`src/rtl/kira_pe_pkg.sv`:
```
// Shared PE constants: neighbour-mapped register addresses, link directions and address decode helpers.
// Both the operand-read side and the writeback side decode links from these.
package kira_pe_pkg;

  localparam logic [4:0] ADDR_N = 5'd31;
  localparam logic [4:0] ADDR_S = 5'd30;
  localparam logic [4:0] ADDR_W = 5'd29;
  localparam logic [4:0] ADDR_E = 5'd28;

  typedef enum logic [1:0] {
    DIR_N = 2'd0,
    DIR_S = 2'd1,
    DIR_W = 2'd2,
    DIR_E = 2'd3
  } dir_e;

  function automatic logic is_nbr_addr(input logic [4:0] addr);
    return addr >= ADDR_E;
  endfunction

  function automatic dir_e addr_to_dir(input logic [4:0] addr);
    case (addr)
      ADDR_N:  return DIR_N;
      ADDR_S:  return DIR_S;
      ADDR_W:  return DIR_W;
      default: return DIR_E;
    endcase
  endfunction

endpackage

```
`src/rtl/write_reg_nbr_fifo.sv`:
```
// Per-direction neighbour queue; push visible on head/valid 1 cycle later, 1 entry/cycle throughput.
// full_or_popping reports that a push is accepted this cycle: not full, or full while the head is popped.
module nbr_fifo #(
  parameter int DEPTH = 2,
  parameter int XLEN  = 32
) (
  input  logic            clk,
  input  logic            rst_n,
  input  logic            push,
  input  logic [XLEN-1:0] push_data,
  output logic            full_or_popping,
  input  logic            pop,
  output logic [XLEN-1:0] head,
  output logic            valid
);

  localparam int PW = $clog2(DEPTH);
  localparam int CW = $clog2(DEPTH + 1);
  localparam logic [CW-1:0] FULL = CW'(DEPTH);

  logic [XLEN-1:0] mem [DEPTH];
  logic [PW-1:0]   rptr;
  logic [PW-1:0]   wptr;
  logic [CW-1:0]   count;
  logic            pop_fire;
  logic            push_fire;

  assign valid           = (count != '0);
  assign head            = mem[rptr];
  assign pop_fire        = pop & valid;
  assign full_or_popping = (count != FULL) || pop_fire;
  assign push_fire       = push & full_or_popping;

  // Storage is cleared on reset so the head reads as zero until the first push.
  always_ff @(posedge clk or negedge rst_n) begin
    if (!rst_n) begin
      rptr  <= '0;
      wptr  <= '0;
      count <= '0;
      for (int i = 0; i < DEPTH; i++) mem[i] <= '0;
    end else begin
      if (push_fire) begin
        mem[wptr] <= push_data;
        wptr      <= wptr + PW'(1);
      end
      if (pop_fire) rptr <= rptr + PW'(1);
      case ({push_fire, pop_fire})
        2'b10:   count <= count + CW'(1);
        2'b01:   count <= count - CW'(1);
        default: count <= count;
      endcase
    end
  end

endmodule

```
`src/rtl/write_reg.sv`:
```
// Writeback steering: local RF write (combinational rf_we) or push into one of four neighbour queues.
// wb_stall is combinational and raised when the addressed queue cannot accept this cycle.
module write_reg
  import kira_pe_pkg::*;
#(
  parameter int DEPTH = 2,
  parameter int XLEN  = 32
) (
  input  logic            clk,
  input  logic            rst_n,
  input  logic            wb_valid,
  input  logic [4:0]      wb_rd,
  input  logic [XLEN-1:0] wb_data,
  output logic            rf_we,
  output logic            wb_stall,
  output logic [XLEN-1:0] o_n,
  output logic [XLEN-1:0] o_s,
  output logic [XLEN-1:0] o_e,
  output logic [XLEN-1:0] o_w,
  output logic            o_n_valid,
  output logic            o_s_valid,
  output logic            o_e_valid,
  output logic            o_w_valid,
  input  logic            i_n_ready,
  input  logic            i_s_ready,
  input  logic            i_e_ready,
  input  logic            i_w_ready
);

  logic [XLEN-1:0] head [4];
  logic [3:0]      valid;
  logic [3:0]      ready;
  logic [3:0]      accept;
  logic [3:0]      push;
  logic [3:0]      stall_term;
  logic            nbr;
  dir_e            dir;

  assign nbr   = wb_valid && is_nbr_addr(wb_rd);
  assign dir   = addr_to_dir(wb_rd);
  assign rf_we = wb_valid && !is_nbr_addr(wb_rd) && (wb_rd != 5'd0);

  // Queue index equals the dir_e encoding.
  assign ready = {i_e_ready, i_w_ready, i_s_ready, i_n_ready};

  always_comb begin
    push       = '0;
    stall_term = '0;
    for (int i = 0; i < 4; i++) begin
      push[i]       = nbr && (dir == 2'(i)) && accept[i];
      stall_term[i] = nbr && (dir == 2'(i)) && !accept[i];
    end
  end

  assign wb_stall = |stall_term;

  for (genvar g = 0; g < 4; g++) begin : g_q
    nbr_fifo #(
      .DEPTH(DEPTH),
      .XLEN (XLEN)
    ) u_q (
      .clk            (clk),
      .rst_n          (rst_n),
      .push           (push[g]),
      .push_data      (wb_data),
      .full_or_popping(accept[g]),
      .pop            (ready[g]),
      .head           (head[g]),
      .valid          (valid[g])
    );
  end

  assign o_n       = head[DIR_N];
  assign o_s       = head[DIR_S];
  assign o_w       = head[DIR_W];
  assign o_e       = head[DIR_E];
  assign o_n_valid = valid[DIR_N];
  assign o_s_valid = valid[DIR_S];
  assign o_w_valid = valid[DIR_W];
  assign o_e_valid = valid[DIR_E];

endmodule

```
`config.mk`:
```
export PLATFORM = sky130hd
export DESIGN_NAME = write_reg
export DESIGN_NICKNAME = d
export VERILOG_FILES = /design/src/rtl/kira_pe_pkg.sv /design/src/rtl/write_reg_nbr_fifo.sv /design/src/rtl/write_reg.sv
export SDC_FILE = /design/constraint.sdc
export NUM_CORES = 1
export LEC_CHECK = 0
export BUFFER_PORTS_ARGS = -buffer_cell sky130_fd_sc_hd__buf_4
export CORE_MARGIN = 8
export CORE_UTILIZATION = 58
export CTS_CLUSTER_SIZE = 12
export DETAILED_ROUTE_END_ITERATION = 10
export PLACE_DENSITY = 0.9
export SETUP_SLACK_MARGIN = 0.02
export SYNTH_ARGS = -nofsm -noshare
export SYNTH_HDL_FRONTEND = slang
export SYNTH_HIERARCHICAL = 1
export SYNTH_SLANG_ARGS = --single-unit
```
`constraint.sdc`:
```
create_clock -name clk -period 2.3 [get_ports clk]
set_clock_uncertainty 0.15 [all_clocks]
set_input_delay 0.46 -clock clk [delete_from_list [all_inputs] [get_ports clk]]
set_output_delay 0.46 -clock clk [all_outputs]
set_load 0.05 [all_outputs]
```
* After elaboration in Yosys (flattened, before gate mapping)
Cells that the tools add are included.
** Storage, ports and cells
- Bits of input ports :: 44
- Output and inout port bits :: 134
- Register bits :: 272
** Cells by class
- Multiplexer cells :: 29
- Bitwise gates (word level) :: 16
- Equality and inequality tests :: 18
- $add $sub $neg :: 16
- Reduce and logical (&&, ||, !) cells :: 39
- $lt $le $gt $ge :: 13
** Operator list (count)
- 2-to-1 mux 32 bit :: 16
- bitwise mux 64 bit :: 4
- demux 32 bit (select 1 bit) :: 4
- logical AND 1 bit :: 19
- >= comparator 2 bit (second input constant) :: 8
- inverter 1 -> 2 bit :: 8
- case mux 2 bit (2 select lines) :: 4
- nonzero test 2 bit :: 8
- equality test 5 bit (second input constant) :: 3
- equality test 2 bit (second input constant) :: 6
- equality test 2 x 1 -> 1 bit (second input constant) :: 5
- adder 1 bit (second input constant) :: 8
- adder 2 x 1 -> 2 bit (second input constant) :: 4
- bitwise AND 1 bit :: 8
- less-than comparator 2 x 1 -> 1 bit (second input constant) :: 4
- != test 2 bit (second input constant) :: 4
- subtractor 2 x 1 -> 2 bit (second input constant) :: 4
- case mux 2 bit (3 select lines) :: 1
- >= comparator 5 bit (second input constant) :: 1
- logical NOT 1 bit :: 5
- nonzero test 5 bit :: 1
- logical OR 1 bit :: 4
- OR reduction 4 bit :: 1
- logical NOT 2 bit :: 1

* Logic depth before layout (Yosys ltp)
- Depth in word-level cells :: 8
- Mapped depth :: 8
- Mapped depth without buffers :: 8

* Cells and area by module
The synthesis kept the hierarchy.
** By module, submodules not included
- nbr_fifo :: area an instance 3273.1 µm², cells an instance 189, instances 4
- write_reg :: area an instance 96.3 µm², cells an instance 16, instances 1

* Worst setup path after synthesis
OpenSTA, ideal clock, no wires.
- Path type :: input-to-output
- Start :: in wb_rd[4]
- End :: out rf_we
- Cell stages on the path :: 2
- Arrival :: 1788 ps
- Required time :: 1690 ps
- Path slack :: -98 ps
- Cell sequence :: and3_1 > nor3b_1
** On the way
- Longest elaborated chain between the ends :: 4
- Elaborated cells between the ends (all ways) :: 5
- Classes of those cells :: 1 x order compare; 4 x reduce/logical
** RTL lines
- start: declaration :: RTL line write_reg.sv:12 : input logic [4:0] wb_rd,
- >= comparator 5 bit :: RTL line kira_pe_pkg.sv:18 : return addr >= ADDR_E;
- logical NOT 1 bit :: RTL line write_reg.sv:41 : assign rf_we = wb_valid && !is_nbr_addr(wb_rd) && (wb_rd != 5'd0);
- logical AND 1 bit :: RTL line write_reg.sv:41
- logical AND 1 bit * :: RTL line write_reg.sv:41
- end: declaration :: RTL line write_reg.sv:14 : output logic rf_we,
Every way passes the cells marked *; elsewhere a longest branch is shown, timed or not.

* Worst setup path after layout
- Start :: reg g_q[3].u_q.count[0]
- End :: out wb_stall
** On the way
- Longest elaborated chain between the ends :: 6
- Elaborated cells between the ends (all ways) :: 7
- Classes of those cells :: 1 x eq/ne; 1 x bitwise; 5 x reduce/logical
** RTL lines
- start: declaration :: RTL line write_reg_nbr_fifo.sv:24 : logic [CW-1:0] count;
- start signal: assignment :: RTL line write_reg_nbr_fifo.sv:48 : 2'b10: count <= count + CW'(1);
- start signal: assignment :: RTL line write_reg_nbr_fifo.sv:49 : 2'b01: count <= count - CW'(1);
- start signal: assignment :: RTL line write_reg_nbr_fifo.sv:50 : default: count <= count;
- nonzero test 2 bit :: RTL line write_reg_nbr_fifo.sv:28 : assign valid = (count != '0);
- bitwise AND 1 bit :: RTL line write_reg_nbr_fifo.sv:30 : assign pop_fire = pop & valid;
- logical OR 1 bit * :: RTL line write_reg_nbr_fifo.sv:31 : assign full_or_popping = (count != FULL) || pop_fire;
- net accept[3] :: RTL line write_reg.sv:33 : logic [3:0] accept;
- logical NOT 1 bit * :: RTL line write_reg.sv:51 : stall_term[i] = nbr && (dir == 2'(i)) && !accept[i];
- logical AND 1 bit * :: RTL line write_reg.sv:51
- OR reduction 4 bit * :: RTL line write_reg.sv:55 : assign wb_stall = |stall_term;
- end: declaration :: RTL line write_reg.sv:15 : output logic wb_stall,
The timed path passes the listed nets; every way through them passes the cells marked *.

==> results.md <==
- Status: finished with violations
- Violated checks: setup timing
- Critical-path top delay cell: or3b_4
- Met1 Use GR: 30.1%
- WHS: 0.0735 ns
- Clk root buf: clkbuf_16
- 1st-pass router iterations: 4
- Antenna viol nets, final: 0
- Final period util: 105%
- Vias/cell: 5.85
- FF-to-FF Start: g_q[3].u_q/count[1]
- Synthesized cell area: 13200 µm²
- Setup slack, reg-to-reg: 0.06 ns
- Sequential share of the synthesized area: 51.6%
- Pwr Density: 1340 nW/µm²
- Die Y: 167 µm
- Post-synthesis mux area share: 39.7%
- NumNets Final: 1043
- Area delta synth->final: 30.7%
- DRT iter0 DRCs: 495
- Synth top area share: 51.6%
- Row Count: 55
- Maxcap violations: 0
- All-Layer GR Usage: 22.9%
- Total gr overflow: 0
- Hold path depth: 2
- Number of synthesis warnings: 6
- Area of the core: 22500 µm²
- R2R cell count: 7
- Synthesized area per cell: 17.1 µm²
- CP Launch Type: flop
- Synth Area in Compound Gates: 0.104%
- Worst Hold End: g_q[0].u_q/mem[4]
- Final Worst Setup Slack: -0.120 ns
- Placed insts: 1223
- Die area: 27800 µm²
- HP Start: wb_data[4]
- Top cell family by delay on the critical path: simple AND/OR/NAND/NOR gates
- Worst path bufs/invs: 1
- Syn_nets: 820
- Cell variety after synth: 28
- CP cell instances: or3b_4 -> mux2i_2 -> o2bb2ai_2 -> buf_6
- Detailed-route via count: 7615
- Final WL: 36.2 mm
- Met3 Track Usage GR: 3.85%
- Clock H-tree levels: 1
- Max Freq: 0.413 GHz
- Fin cells: 1301
- FILL cells: 1169
- CTS tree: done
- Busiest grt layer: met2
- Setup violators final: 112
- Largest net degree at the start of global routing: 69
- Wirelength per Cell: 27.9 µm
- Adder-cell area share of the yosys netlist: 0.379%
- Multi-input gate area: 6180 µm²
- Hold Fails Final Rpt: 0
- Commonest cells after routing, fill and taps aside: mux2_4 (345), dfrtp_1 (268), buf_6 (89)
- Diode count: 0
- Reg area: 6810 µm²
- Number of port buffers: 177
- Placer congestion estimate: 0.747
- CP max FO: 2
- Leakage power: 0.00843 µW
- Setup crit end kind: output pin
- Leading cell type in the layout, fill and taps excluded: mux2_4
- Drt drc: 0
- Clk buf depth: 3
- Unrepaired setup endpoints after global routing: yes
- Initial antenna violation count: 0
- Synth Instances: 772
- RR Endpoint: g_q[3].u_q/mem[32]
- Area contributors post-synth: dfrtp_1 (52%), mux2_4 (27%), mux2_2 (12%), buf_12 (3.6%), xnor2_1 (0.80%)
- Largest family of logic cells by synthesized area: multiplexers
- Met2 Use GR: 38.7%
- WP data required: 1.69 ns
- Worst slew pin tran: 0.523 ns
- HP Class: in -> reg
- TritonCTS Buffers: 29
- Setup CP Type: reg -> out
- First-pass GRT wire length: 50.8 mm
- Post-synthesis simple-gate area fraction: 2.08%
- VDD IR max: 0.000934 V
- Clock Sinks: 272
- Initial core utilization: 58.6%
- Io pins: 178
- Cell taking the most area after synthesis: dfrtp_1
- Post-route minimum period: 2.42 ns
- Synth Area in XOR/XNOR: 1.33%
- Final Slew Violations: 0
- Proportion of layout cells with a drive suffix above 1: 68.0%
- Vias in the first global route: 8384
- Die width: 167 µm
- Crit path DAT: 1.81 ns
- Reg clk slew, reported paths: 0.07 ns
- Register bit total from synthesis: 272
- Slowest Stage Delay on Critical Path: 0.40 ns
- Slew Limit Headroom: 65.2%
- Clk Latency, worst-skew pair: 0.53 ns
- DPL Wire Length: 19.8 mm
-- registers in the layout (all words and copies together), names as in the netlist --
| register | cells |
|---|---|
| g_q.u_q/mem | 256 |
| g_q.u_q/wptr | 4 |
| g_q.u_q/rptr | 4 |
| g_q.u_q/count | 8 |
-- worst register-to-register path, stage by stage (launching register included) --
cell       delay, ns
dfrtp_1         0.39
or3b_4          0.25
buf_6           0.10
nor4b_2         0.19
buf_4           0.16
and3b_4         0.33
clkbuf_16       0.22
mux2_2          0.34
-- cells by family (layout without fill, tap and decap cells) --
group | count (synthesis) | count (layout)
xor gates and xnor gates | 20 | 20
AOI/OAI and AO/OA | 2 | 2
and+or+nand+nor | 40 | 40
DFF | 272 | 272
adders and majority gates | 4 | 4
buffers and inverters | 49 | 293
muxes | 385 | 385
-- how the worst max path moves through the flow --
stage / cells past startpoint / start / slack, ns / end
after floorplan: 4 / i_n_ready / 0.19 / wb_stall
after global placement: 7 / wb_rd[4] / 0.06 / g_q[3].u_q/mem[32]
after detailed placement: 7 / wb_rd[4] / 0.04 / g_q[3].u_q/mem[32]
after CTS: 4 / g_q[1].u_q/count[0] / -0.11 / wb_stall
after global routing: 4 / g_q[3].u_q/count[0] / -0.18 / wb_stall
final: 4 / g_q[3].u_q/count[0] / -0.12 / wb_stall
-- metrics by stage --
step | setup TNS (ns) | cell area, µm² | setup slack [ns] | power, µW | utilization, %
final | -4.02 | 17200 | -0.120 | 23000 | 76.6
after global routing | -9.83 | 17200 | -0.177 | 23700 | 76.6
after CTS | -1.14 | 16400 | -0.115 | 21500 | 73.0
after detailed placement | 0 | 14800 | 0.0365 | 15700 | 65.7
after global placement | 0 | 14800 | 0.0598 | 15500 | 65.7
after floorplan | 0 | 13200 | 0.192 | 13100 | -
-- power breakdown --
group | switching (µW) | internal [µW]
Sequential | 922 | 6010
Combinational | 5980 | 5600
Clock | 1890 | 2630
Total | 8790 | 14200
-- cell usage after synthesis --
library cell and count:
dfrtp_1 272, mux2_4 240, mux2_2 144, buf_12 24, clkbuf_1 16, xnor2_1 12, buf_6 8, xor2_1 8
nor2_1 7, nand2_1 5, and2_1 4, and3_4 4, and3b_1 4, ha_1 4, or2_2 4, or3b_4 4
and3_1 1, and3_2 1, inv_1 1, mux2i_1 1, nand3_1 1, nand4_1 1, nor3_1 1, nor3b_1 1
nor4b_1 1, o21ai_0 1, o2bb2ai_1 1, or4_1 1
-- final cells by class --
class                   count  share of cell area (%)
clock buffers              47                    4.95
clock inverters             5                   0.334
inverters                   1                  0.0218
multi-input cells         451                    35.8
flip-flops and latches    272                    39.5
well taps                 285                    2.07
repair buffers            240                    17.3
-- metal layers --
layer	routed length, µm	vias up
met1	15600	4120
met3	1600	66
met5	0	-
met2	18300	239
li1	-	3190
met4	818	0
-- repair_timing --
item                                    in CTS  in global routing
endpoints found under the setup margin     129                179
hold buffers                                 1                  0
gates cloned                                 2                  9
setup buffers                               13                  3
hold endpoints to repair                    51                  0
pin swaps                                    4                  0
resized for setup                          157                157
No activity file was read; power rests on OpenSTA's default activity.
